### config.mk
export PLATFORM = sky130hd
export DESIGN_NAME = gb_register_bank_flat
export DESIGN_NICKNAME = d
export VERILOG_FILES = /design/src/rtl/gb80_pkg.sv /design/src/rtl/gb_register_bank_if.sv /design/src/rtl/gb_reg_pair.sv /design/src/rtl/gb_register_bank.sv /design/src/flat_wrapper.sv
export SDC_FILE = /design/constraint.sdc
export NUM_CORES = 1
export LEC_CHECK = 0
export CORE_MARGIN = 5
export CORE_UTILIZATION = 57
export CTS_CLUSTER_DIAMETER = 200
export DETAILED_ROUTE_END_ITERATION = 12
export GPL_TIMING_DRIVEN = 0
export PLACE_DENSITY_LB_ADDON = 0.2
export SYNTH_ARGS = -nofsm -noshare
export SYNTH_HDL_FRONTEND = slang
export SYNTH_SLANG_ARGS = --single-unit
### constraint.sdc
create_clock -name i_clk -period 3.67 [get_ports i_clk]
set_input_delay 0.5505 -clock i_clk [delete_from_list [all_inputs] [get_ports i_clk]]
set_output_delay 0.5505 -clock i_clk [all_outputs]
set_load 0.01 [all_outputs]
### src/rtl/gb80_pkg.sv
// Shared GB80 encodings: byte register codes, pair selects, pair ops and flag bit indices.
package gb80_pkg;

    typedef enum logic [2:0] {
        REG_B   = 3'd0,
        REG_C   = 3'd1,
        REG_D   = 3'd2,
        REG_E   = 3'd3,
        REG_H   = 3'd4,
        REG_L   = 3'd5,
        REG_MEM = 3'd6,
        REG_A   = 3'd7
    } reg_code_t;

    typedef enum logic [1:0] {
        PAIR_BC = 2'd0,
        PAIR_DE = 2'd1,
        PAIR_HL = 2'd2,
        PAIR_AF = 2'd3
    } pair_sel_t;

    typedef enum logic [1:0] {
        OP_NONE = 2'b00,
        OP_LOAD = 2'b01,
        OP_INC  = 2'b10,
        OP_DEC  = 2'b11
    } pair_op_t;

    localparam int FLAG_Z     = 3;
    localparam int FLAG_N     = 2;
    localparam int FLAG_H     = 1;
    localparam int FLAG_C     = 0;
    localparam int FLAG_COUNT = 4;

    // AF has no byte-addressable low half; its low code is never used for writes.
    function automatic reg_code_t pair_hi_code(input int p);
        case (p)
            0:       return REG_B;
            1:       return REG_D;
            2:       return REG_H;
            default: return REG_A;
        endcase
    endfunction

    function automatic reg_code_t pair_lo_code(input int p);
        case (p)
            0:       return REG_C;
            1:       return REG_E;
            2:       return REG_L;
            default: return REG_MEM;
        endcase
    endfunction

endpackage

### src/rtl/gb_register_bank_if.sv
// Datapath-side bus of the GB80 register bank: byte write, dual read, pair access and flags.
interface gb_register_bank_if #(
    parameter int DATA_WIDTH    = 8,
    parameter int ADDRESS_WIDTH = 3
);
    localparam int PAIR_WIDTH = 2 * DATA_WIDTH;

    logic                     i_wr_en;
    logic [ADDRESS_WIDTH-1:0] i_wr_addr;
    logic [DATA_WIDTH-1:0]    i_wr_data;
    logic                     i_rd_en;
    logic [ADDRESS_WIDTH-1:0] i_rd_addr_a;
    logic [ADDRESS_WIDTH-1:0] i_rd_addr_b;
    logic [DATA_WIDTH-1:0]    o_rd_data_a;
    logic [DATA_WIDTH-1:0]    o_rd_data_b;
    logic                     o_rd_valid;
    logic                     o_mem_sel;
    logic [1:0]               i_pair_sel;
    logic [1:0]               i_pair_op;
    logic [PAIR_WIDTH-1:0]    i_pair_data;
    logic [PAIR_WIDTH-1:0]    o_pair_data;
    logic [PAIR_WIDTH-1:0]    o_hl;
    logic [3:0]               i_flag_mask;
    logic [3:0]               i_flags;
    logic [3:0]               o_flags;

    modport slave (
        input  i_wr_en, i_wr_addr, i_wr_data,
        input  i_rd_en, i_rd_addr_a, i_rd_addr_b,
        output o_rd_data_a, o_rd_data_b, o_rd_valid, o_mem_sel,
        input  i_pair_sel, i_pair_op, i_pair_data,
        output o_pair_data, o_hl,
        input  i_flag_mask, i_flags,
        output o_flags
    );

    modport master (
        output i_wr_en, i_wr_addr, i_wr_data,
        output i_rd_en, i_rd_addr_a, i_rd_addr_b,
        input  o_rd_data_a, o_rd_data_b, o_rd_valid, o_mem_sel,
        output i_pair_sel, i_pair_op, i_pair_data,
        input  o_pair_data, o_hl,
        output i_flag_mask, i_flags,
        input  o_flags
    );

endinterface

### src/rtl/gb_reg_pair.sv
// One 16-bit register pair: byte writes, pair load/inc/dec, per-bit low-byte override and a
// constant low-byte keep mask. Exposes its next-state value so the bank can bypass reads.
module gb_reg_pair
    import gb80_pkg::*;
#(
    parameter int                        DATA_WIDTH = 8,
    parameter logic [DATA_WIDTH-1:0]     LO_MASK    = '1,
    parameter logic [2*DATA_WIDTH-1:0]   STEP       = 1
) (
    input  logic                        i_clk,
    input  logic                        i_reset,
    input  pair_op_t                    i_op,
    input  logic [2*DATA_WIDTH-1:0]     i_load_data,
    input  logic                        i_hi_we,
    input  logic                        i_lo_we,
    input  logic [DATA_WIDTH-1:0]       i_byte_data,
    input  logic [DATA_WIDTH-1:0]       i_bit_mask,
    input  logic [DATA_WIDTH-1:0]       i_bit_data,
    output logic [DATA_WIDTH-1:0]       o_hi,
    output logic [DATA_WIDTH-1:0]       o_lo,
    output logic [DATA_WIDTH-1:0]       o_hi_next,
    output logic [DATA_WIDTH-1:0]       o_lo_next
);

    logic [DATA_WIDTH-1:0]   r_hi;
    logic [DATA_WIDTH-1:0]   r_lo;
    logic [2*DATA_WIDTH-1:0] w_pair_next;
    logic [DATA_WIDTH-1:0]   w_lo_merged;

    // A pair op owns both bytes this cycle; byte writes only land when no op is active.
    always_comb begin
        w_pair_next = {r_hi, r_lo};
        case (i_op)
            OP_LOAD: w_pair_next = i_load_data;
            OP_INC:  w_pair_next = {r_hi, r_lo} + STEP;
            OP_DEC:  w_pair_next = {r_hi, r_lo} - STEP;
            default: begin
                if (i_hi_we) w_pair_next[2*DATA_WIDTH-1:DATA_WIDTH] = i_byte_data;
                if (i_lo_we) w_pair_next[DATA_WIDTH-1:0]            = i_byte_data;
            end
        endcase
        w_lo_merged = (w_pair_next[DATA_WIDTH-1:0] & ~i_bit_mask) | (i_bit_data & i_bit_mask);
    end

    assign o_hi_next = w_pair_next[2*DATA_WIDTH-1:DATA_WIDTH];
    assign o_lo_next = w_lo_merged & LO_MASK;
    assign o_hi      = r_hi;
    assign o_lo      = r_lo;

    always_ff @(posedge i_clk or negedge i_reset) begin
        if (!i_reset) begin
            r_hi <= '0;
            r_lo <= '0;
        end else begin
            r_hi <= o_hi_next;
            r_lo <= o_lo_next;
        end
    end

endmodule

### src/rtl/gb_register_bank.sv
// GB80 register bank: four register pairs behind byte-coded dual read ports with write bypass,
// pair access, masked flag update and a continuous HL address output.
module gb_register_bank
    import gb80_pkg::*;
#(
    parameter int DATA_WIDTH    = 8,
    parameter int ADDRESS_WIDTH = 3
) (
    input  logic               i_clk,
    input  logic               i_reset,
    gb_register_bank_if.slave  bus
);

    localparam int PAIR_WIDTH = 2 * DATA_WIDTH;
    localparam logic [DATA_WIDTH-1:0] F_KEEP =
        ~(DATA_WIDTH'((1 << (DATA_WIDTH - FLAG_COUNT)) - 1));

    logic [3:0][DATA_WIDTH-1:0] w_hi_now;
    logic [3:0][DATA_WIDTH-1:0] w_lo_now;
    logic [3:0][DATA_WIDTH-1:0] w_hi_next;
    logic [3:0][DATA_WIDTH-1:0] w_lo_next;
    logic [7:0][DATA_WIDTH-1:0] w_code_val;
    logic [DATA_WIDTH-1:0]      w_flag_bitmask;
    logic [DATA_WIDTH-1:0]      w_flag_bits;

    logic [DATA_WIDTH-1:0]      r_rd_data_a;
    logic [DATA_WIDTH-1:0]      r_rd_data_b;
    logic                       r_rd_valid;
    logic                       r_mem_sel;

    assign w_flag_bitmask = DATA_WIDTH'(bus.i_flag_mask) << (DATA_WIDTH - FLAG_COUNT);
    assign w_flag_bits    = DATA_WIDTH'(bus.i_flags)     << (DATA_WIDTH - FLAG_COUNT);

    // F is not a counter, so AF inc/dec steps A alone and leaves the flag byte to the mask path.
    for (genvar p = 0; p < 4; p++) begin : g_pair
        localparam bit                      IS_AF   = (p == 3);
        localparam logic [DATA_WIDTH-1:0]   LMASK   = IS_AF ? F_KEEP : '1;
        localparam logic [PAIR_WIDTH-1:0]   PSTEP   = IS_AF ? (PAIR_WIDTH'(1) << DATA_WIDTH)
                                                            : PAIR_WIDTH'(1);
        localparam reg_code_t               HI_CODE = pair_hi_code(p);
        localparam reg_code_t               LO_CODE = pair_lo_code(p);

        pair_op_t               w_op;
        logic                   w_hi_we;
        logic                   w_lo_we;
        logic [DATA_WIDTH-1:0]  w_bit_mask;
        logic [DATA_WIDTH-1:0]  w_bit_data;

        assign w_op       = (bus.i_pair_sel == 2'(p)) ? pair_op_t'(bus.i_pair_op) : OP_NONE;
        assign w_hi_we    = bus.i_wr_en && (bus.i_wr_addr == HI_CODE);
        assign w_lo_we    = !IS_AF && bus.i_wr_en && (bus.i_wr_addr == LO_CODE);
        assign w_bit_mask = IS_AF ? w_flag_bitmask : '0;
        assign w_bit_data = IS_AF ? w_flag_bits : '0;

        gb_reg_pair #(
            .DATA_WIDTH (DATA_WIDTH),
            .LO_MASK    (LMASK),
            .STEP       (PSTEP)
        ) u_pair (
            .i_clk       (i_clk),
            .i_reset     (i_reset),
            .i_op        (w_op),
            .i_load_data (bus.i_pair_data),
            .i_hi_we     (w_hi_we),
            .i_lo_we     (w_lo_we),
            .i_byte_data (bus.i_wr_data),
            .i_bit_mask  (w_bit_mask),
            .i_bit_data  (w_bit_data),
            .o_hi        (w_hi_now[p]),
            .o_lo        (w_lo_now[p]),
            .o_hi_next   (w_hi_next[p]),
            .o_lo_next   (w_lo_next[p])
        );
    end

    // Reads see next-state values so a same-cycle write or pair op is returned, not the old data.
    always_comb begin
        w_code_val          = '0;
        w_code_val[REG_B]   = w_hi_next[PAIR_BC];
        w_code_val[REG_C]   = w_lo_next[PAIR_BC];
        w_code_val[REG_D]   = w_hi_next[PAIR_DE];
        w_code_val[REG_E]   = w_lo_next[PAIR_DE];
        w_code_val[REG_H]   = w_hi_next[PAIR_HL];
        w_code_val[REG_L]   = w_lo_next[PAIR_HL];
        w_code_val[REG_MEM] = '0;
        w_code_val[REG_A]   = w_hi_next[PAIR_AF];
    end

    always_ff @(posedge i_clk or negedge i_reset) begin
        if (!i_reset) begin
            r_rd_data_a <= '0;
            r_rd_data_b <= '0;
            r_rd_valid  <= 1'b0;
            r_mem_sel   <= 1'b0;
        end else if (bus.i_rd_en) begin
            r_rd_data_a <= w_code_val[bus.i_rd_addr_a];
            r_rd_data_b <= w_code_val[bus.i_rd_addr_b];
            r_rd_valid  <= 1'b1;
            r_mem_sel   <= (bus.i_rd_addr_a == REG_MEM) || (bus.i_rd_addr_b == REG_MEM);
        end else begin
            r_rd_valid  <= 1'b0;
            r_mem_sel   <= 1'b0;
        end
    end

    assign bus.o_rd_data_a = r_rd_data_a;
    assign bus.o_rd_data_b = r_rd_data_b;
    assign bus.o_rd_valid  = r_rd_valid;
    assign bus.o_mem_sel   = r_mem_sel;
    assign bus.o_pair_data = {w_hi_now[bus.i_pair_sel], w_lo_now[bus.i_pair_sel]};
    assign bus.o_hl        = {w_hi_now[PAIR_HL], w_lo_now[PAIR_HL]};
    assign bus.o_flags     = w_lo_now[PAIR_AF][DATA_WIDTH-1 -: FLAG_COUNT];

endmodule

### src/flat_wrapper.sv
// flat-port wrapper written by rule: the top's interface ports become plain ports
module gb_register_bank_flat import gb80_pkg::*;
#(
    parameter int DATA_WIDTH    = 8,
    parameter int ADDRESS_WIDTH = 3
)
  (i_clk, i_reset, bus_i_wr_en, bus_i_wr_addr, bus_i_wr_data, bus_i_rd_en, bus_i_rd_addr_a, bus_i_rd_addr_b, bus_o_rd_data_a, bus_o_rd_data_b, bus_o_rd_valid, bus_o_mem_sel, bus_i_pair_sel, bus_i_pair_op, bus_i_pair_data, bus_o_pair_data, bus_o_hl, bus_i_flag_mask, bus_i_flags, bus_o_flags);
  gb_register_bank_if #(.DATA_WIDTH(DATA_WIDTH), .ADDRESS_WIDTH(ADDRESS_WIDTH)) bus_i ();
  input  logic i_clk;
  input  logic i_reset;
  input wire logic [$bits(bus_i.i_wr_en)-1:0] bus_i_wr_en;
  input wire logic [$bits(bus_i.i_wr_addr)-1:0] bus_i_wr_addr;
  input wire logic [$bits(bus_i.i_wr_data)-1:0] bus_i_wr_data;
  input wire logic [$bits(bus_i.i_rd_en)-1:0] bus_i_rd_en;
  input wire logic [$bits(bus_i.i_rd_addr_a)-1:0] bus_i_rd_addr_a;
  input wire logic [$bits(bus_i.i_rd_addr_b)-1:0] bus_i_rd_addr_b;
  output wire logic [$bits(bus_i.o_rd_data_a)-1:0] bus_o_rd_data_a;
  output wire logic [$bits(bus_i.o_rd_data_b)-1:0] bus_o_rd_data_b;
  output wire logic [$bits(bus_i.o_rd_valid)-1:0] bus_o_rd_valid;
  output wire logic [$bits(bus_i.o_mem_sel)-1:0] bus_o_mem_sel;
  input wire logic [$bits(bus_i.i_pair_sel)-1:0] bus_i_pair_sel;
  input wire logic [$bits(bus_i.i_pair_op)-1:0] bus_i_pair_op;
  input wire logic [$bits(bus_i.i_pair_data)-1:0] bus_i_pair_data;
  output wire logic [$bits(bus_i.o_pair_data)-1:0] bus_o_pair_data;
  output wire logic [$bits(bus_i.o_hl)-1:0] bus_o_hl;
  input wire logic [$bits(bus_i.i_flag_mask)-1:0] bus_i_flag_mask;
  input wire logic [$bits(bus_i.i_flags)-1:0] bus_i_flags;
  output wire logic [$bits(bus_i.o_flags)-1:0] bus_o_flags;
  assign bus_i.i_wr_en = bus_i_wr_en;
  assign bus_i.i_wr_addr = bus_i_wr_addr;
  assign bus_i.i_wr_data = bus_i_wr_data;
  assign bus_i.i_rd_en = bus_i_rd_en;
  assign bus_i.i_rd_addr_a = bus_i_rd_addr_a;
  assign bus_i.i_rd_addr_b = bus_i_rd_addr_b;
  assign bus_o_rd_data_a = bus_i.o_rd_data_a;
  assign bus_o_rd_data_b = bus_i.o_rd_data_b;
  assign bus_o_rd_valid = bus_i.o_rd_valid;
  assign bus_o_mem_sel = bus_i.o_mem_sel;
  assign bus_i.i_pair_sel = bus_i_pair_sel;
  assign bus_i.i_pair_op = bus_i_pair_op;
  assign bus_i.i_pair_data = bus_i_pair_data;
  assign bus_o_pair_data = bus_i.o_pair_data;
  assign bus_o_hl = bus_i.o_hl;
  assign bus_i.i_flag_mask = bus_i_flag_mask;
  assign bus_i.i_flags = bus_i_flags;
  assign bus_o_flags = bus_i.o_flags;
  gb_register_bank #(.DATA_WIDTH(DATA_WIDTH), .ADDRESS_WIDTH(ADDRESS_WIDTH)) u_core (.i_clk(i_clk), .i_reset(i_reset), .bus(bus_i));
endmodule
Word-level counts from Yosys, hierarchy flattened
Index checks and enable logic that the tools add are counted.

Word-level logic and storage cells: 85. Output and inout bits: 54. Register bits: 78. Bits of input ports: 49.

$add $sub $neg: 8. Bitwise gates (word level): 4. Reductions and logical operators: 10. Mux-type cells: 25. Equality and inequality tests: 23. Magnitude comparators: 3.

Operator list (number): 16-bit one-hot mux with 3 select lines (4); 8-bit 2-to-1 mux (11); 16-bit by 1-bit adder with 16-bit output (second input constant) (3); 8-bit binary-select mux with 3-bit select (2); 16-bit by 1-bit subtractor with 16-bit output (second input constant) (3); 8-bit binary-select mux with 2-bit select (2); 2-bit == test (second input constant) (10); 16-bit by 9-bit adder with 16-bit output (second input constant) (1); 8-bit AND (2); 16-bit by 9-bit subtractor with 16-bit output (second input constant) (1); 3-bit == test (second input constant) (5); 2-bit by 1-bit == test with 1-bit output (second input constant) (5); 3-bit by 4-bit < comparator with 1-bit output (second input constant) (2); 2-bit 2-to-1 mux (4); 8-bit inverter (1); 8-bit OR (1); 1-bit logical AND (7); 3-bit by 2-bit == test with 1-bit output (second input constant) (2); 3-bit by 1-bit == test with 1-bit output (second input constant) (1); 3-bit logical NOT (1); 2-bit by 3-bit < comparator with 1-bit output (second input constant) (1); 2-bit logical NOT (1); 1-bit 2-to-1 mux (2); 1-bit logical OR (1).

Longest topological paths before layout
Depth after elaboration: 6. Mapped depth: 14. Depth with buffers taken out: 11.

Cells and area by module
From an unflattened synthesis, not the netlist that was laid out.

Cell total of the unflattened synthesis: 1061. Area total of the unflattened synthesis: 8763.4 um^2.

By module, submodules not included: gb_reg_pair (u_core.g_pair[0].u_pair ...) (sequential area each 400.4 um^2, area each 1800.5 um^2, times used 2, cells an instance 235); gb_register_bank (sequential area each 450.4 um^2, area each 2100.8 um^2, times used 1, cells an instance 200); gb_reg_pair (u_core.g_pair[2].u_pair) (sequential area each 400.4 um^2, area each 1946.9 um^2, times used 1, cells an instance 250); gb_reg_pair (u_core.g_pair[3].u_pair) (sequential area each 300.3 um^2, area each 1114.8 um^2, times used 1, cells an instance 141).

Worst setup path after synthesis
No wires, ideal clock.

Kind: input to register. From: input bus_i_pair_sel[0]. To: register u_core.r_rd_data_a[7] (netlist: u_core.bus.o_rd_data_a[7]). Stages on the path: 14. Buffers on the path: 3. Required time: 3571 ps. Path slack: -340 ps. Arrival time: 3911 ps. Library setup time: 99 ps. Cell sequence: buf_2 clkbuf_1 buf_1 and3_1 and2_1 ha_1 a211oi_1 nor2_1 or4_1 a31oi_1 xnor2_1 a221oi_1 o211ai_1 a311oi_1.

Cells in the longest elaborated chain, start to end: 6. Elaborated cells between the ends (all ways): 26. Classes of those cells: 15 x eq/ne; 10 x mux; 1 x reduce/logical.

Ends and longest elaborated chain: from (decl) (RTL line flat_wrapper.sv:21) `input wire logic [$bits(bus_i.i_pair_sel)-1:0] bus_i_pair_sel;`; 2-bit == test * (RTL line gb_register_bank.sv:49) `assign w_op = (bus.i_pair_sel == 2'(p)) ? pair_op_t'(bus.i_pair_op) : OP_NONE;`; 2-bit 2-to-1 mux * (RTL line gb_register_bank.sv:49); 2-bit == test or 2-bit by 1-bit == test with 1-bit output (tied branches) (RTL line gb_reg_pair.sv:33) `case (i_op)`; 16-bit one-hot mux with 3 select lines * (RTL line gb_reg_pair.sv:33); via u_core.g_pair[3].u_pair.o_hi_next[7] (RTL line gb_reg_pair.sv:21) `output logic [DATA_WIDTH-1:0] o_hi_next,`; 8-bit binary-select mux with 3-bit select * (RTL line gb_register_bank.sv:96) `r_rd_data_a <= w_code_val[bus.i_rd_addr_a];`; 8-bit 2-to-1 mux (not written as such) * (RTL line gb_register_bank.sv:96); to (signal assigned) (RTL line gb_register_bank.sv:96); to (decl) (RTL line gb_register_bank.sv:26) `logic [DATA_WIDTH-1:0] r_rd_data_a;`.

The timed path passes the listed nets; every way through them passes the cells marked *. The select of a mux whose other input is x is not followed. A chain may end at the register's enable or synchronous reset.

Worst setup path after layout
From: input bus_i_pair_sel[1]. To: register u_core.r_rd_data_a[7] (netlist: u_core.bus.o_rd_data_a[7]).

Same word-level chain as after synthesis.

==> reports/metrics.yaml <==
status: "complete, no violations"
core_area_mm2: 0.0131
reg2reg_to: "u_core.bus.o_rd_data_b[6]"
viasPerCell: 7.12
leakage_nw: 3.77
skew_ns: 0.00808
period_share_pct: 99.2
synthTopCellsByCount: "81 x nand2_1, 78 x dfrtp_1, 75 x mux2i_1"
drive_gt1_share_pct: 12.8
maxCapViolCount: 0
num_vias: 8550
cts_hold_buf: 0
hold_viol: 0
synth_top_area_cell: "dfrtp_1"
criticalPathCategory: "in2reg"
grt_remaining_overflow: 0
dp_hpwl_um: 23500
setup_viol: 0
final_area_mm2: 0.00935
start_util_pct: 57.4
clk_path_buf_depth: 2
ys.flop_type: "dfrtp_1"
regArea_mm2: 0.00195
wl_um: 31600
avgSynthCellArea_um2: 8.30
post_dp_cell_area_mm2: 0.00874
place.gp.congestion: 1.07
drt_iter0_markers: 1323
fillCellCount: 1065
path_clk_slew_ns: 0.07
row_count: 42
power_per_cell_area_mw_per_mm2: 499
clk_latency_ns: 0.35
max-slew-margin-rel_pct: 28.0
htree_num_levels: 3
synth_top_area_share_pct: 26.0
whs_ns: 0.135
dr.pass1.iters: 6
cp_max_fo: 10
area_growth_pct: 24.5
cp.arrival_ns: 3.88
tns_ns: 0
dieArea_mm2: 0.0156
worstSetupEndpointType: "register"
yosys_warnings: 0
synthArstFlopShare_pct: 100
die_x_um: 125
nets: 1086
synth_seq_cells: 78
hp-class: "in2async"
ys_seq_area_share_pct: 26.0
cts.sinks: 78
r2r_cells: 11
fmax_mhz: 275
slew_viol_final: 0
grt_pass1_vias: 7974
cts_tree: "done"
syn_inst: 904
r2r_start: "u_core.g_pair[2].u_pair.o_lo[1]"
grt_max_degree: 48
tightest_slew_ns: 1.08
synth_area_mm2: 0.00751
drtAntennaViolNets: 0
die_h_um: 125
r2r_slack_ns: 0.31
synth_nets: 969
grt_pass1_wl_um: 47300
diodes: 0
start_kind: "primary input"
cts_buffers: 9
antenna_found_initial: 0
ys_top_cells_by_area: "dfrtp_1 26%, mux2i_1 10%, mux4_2 4.2%"
cp.required_ns: 3.91
cts_root_buffer: "clkbuf_16"
multi_input_area_mm2: 0.00530
globalRouteTotalUtil_pct: 39.1
io_pins: 103
synth_edf_count: 0
synth.distinct_cells: 89
finalCriticalPeriod_ns: 3.64
yosysMostFrequentCell: "nand2_1"
io_buffers: 98
remaining_drc_errors: 0
peakVddDrop_uv: 313
routedWlPerCell_um: 26.3
## stage by stage
stage          total power [W]  std cells  utilization, %  setup slack, ns
2_1_floorplan          0.00257        904               -           0.0103
3_3_place_gp           0.00347       1178            66.6            -1.39
3_5_place_dp           0.00349       1179            66.8            -1.33
4_1_cts                0.00448       1196            70.0          0.00353
5_1_grt                0.00483       1201            71.4          -0.0510
6_report               0.00466       1201            71.4           0.0293
## layout make-up
type / count / area share, %
plain buffers: 78 / 3.80
clock buffers: 10 / 2.56
clock inverters: 5 / 0.629
inverters: 44 / 1.77
multi-input cells: 704 / 56.7
flip-flops and latches: 78 / 20.9
well taps: 176 / 2.36
repair buffers: 106 / 11.3
## cell usage in the layout (no fill, tap or decap), drive strengths merged, types with 24 or more instances in the layout
master / n
clkdlybuf4s50: 94
nand2: 81
dfrtp: 78
mux2i: 75
nor2: 74
clkbuf: 70
inv: 44
o21ai: 43
a21oi: 39
buf: 28
xnor2: 26
a221oi: 24
## worst max-delay path by stage
stage	start	endpoint	slack (ns)	depth (start not counted)
after floorplan	bus_i_pair_sel[0]	u_core.bus.o_rd_data_a[7]	0.01	14
after global placement	bus_i_pair_sel[1]	u_core.bus.o_rd_data_a[7]	-1.39	14
after detailed placement	bus_i_pair_sel[1]	u_core.bus.o_rd_data_a[7]	-1.33	14
after CTS	bus_i_pair_op[0]	u_core.bus.o_rd_data_a[5]	0.004	10
after global routing	bus_i_pair_op[0]	u_core.bus.o_rd_data_b[6]	-0.05	13
final	bus_i_pair_sel[1]	u_core.bus.o_rd_data_a[7]	0.03	14
## registers in the layout (all words and copies together) (netlist names), named ones only
signal	cells
u_core.g_pair.u_pair.o_hi	32
u_core.g_pair.u_pair.o_lo	24
u_core.bus.o_rd_data_a	8
u_core.bus.o_rd_data_b	8
u_core.bus.o_mem_sel	1
u_core.bus.o_rd_valid	1
## layer usage
layer / vias to the layer above / routed length, µm / part of all wire [%] / GRT usage, %
li1: 3651 / - / - / -
met1: 4008 / 11700 / 37 / 51.5
met2: 734 / 13300 / 42 / 57.0
met3: 157 / 4580 / 15 / 12.4
met4: 0 / 2000 / 6.3 / 21.2
met5: - / 0 / 0 / 0
## logic make-up after synthesis
| group | count (synthesis) | share of synthesized area [%] |
|---|---|---|
| adders and majority gates | 17 | 2.90 |
| AOI/OAI and AO/OA | 244 | 23.1 |
| and+or+nand+nor | 303 | 21.1 |
| muxes | 93 | 15.0 |
| DFF | 78 | 26.0 |
| buffers and inverters | 122 | 6.38 |
| xor gates and xnor gates | 47 | 5.48 |
## power breakdown
group / internal [W] / switching (W)
Clock: 0.000545 / 0.000424
Sequential: 0.00106 / 0.000213
Combinational: 0.000995 / 0.00142
## critical path: stages
cell and delay, ns:
clkdlybuf4s15_2 0.27, clkbuf_8 0.21, buf_6 0.18, and3_4 0.24, and2_4 0.21, ha_1 0.27
a211oi_2 0.24, nor2_1 0.11, or4_1 0.42, a31oi_2 0.25, xnor2_1 0.11, a221oi_2 0.34
o211ai_1 0.13, a311oi_1 0.34
## what timing repair did
| action | CTS | global route |
|---|---|---|
| gates resized for setup | 31 | 38 |
| endpoints found under the setup margin | 35 | 14 |
| pin swaps | 3 | 6 |
| hold endpoints to repair | 0 | 0 |
| setup buffers | 2 | 5 |
| gates cloned | 0 | 0 |
Note: power is estimated with default switching activity, not from simulation.
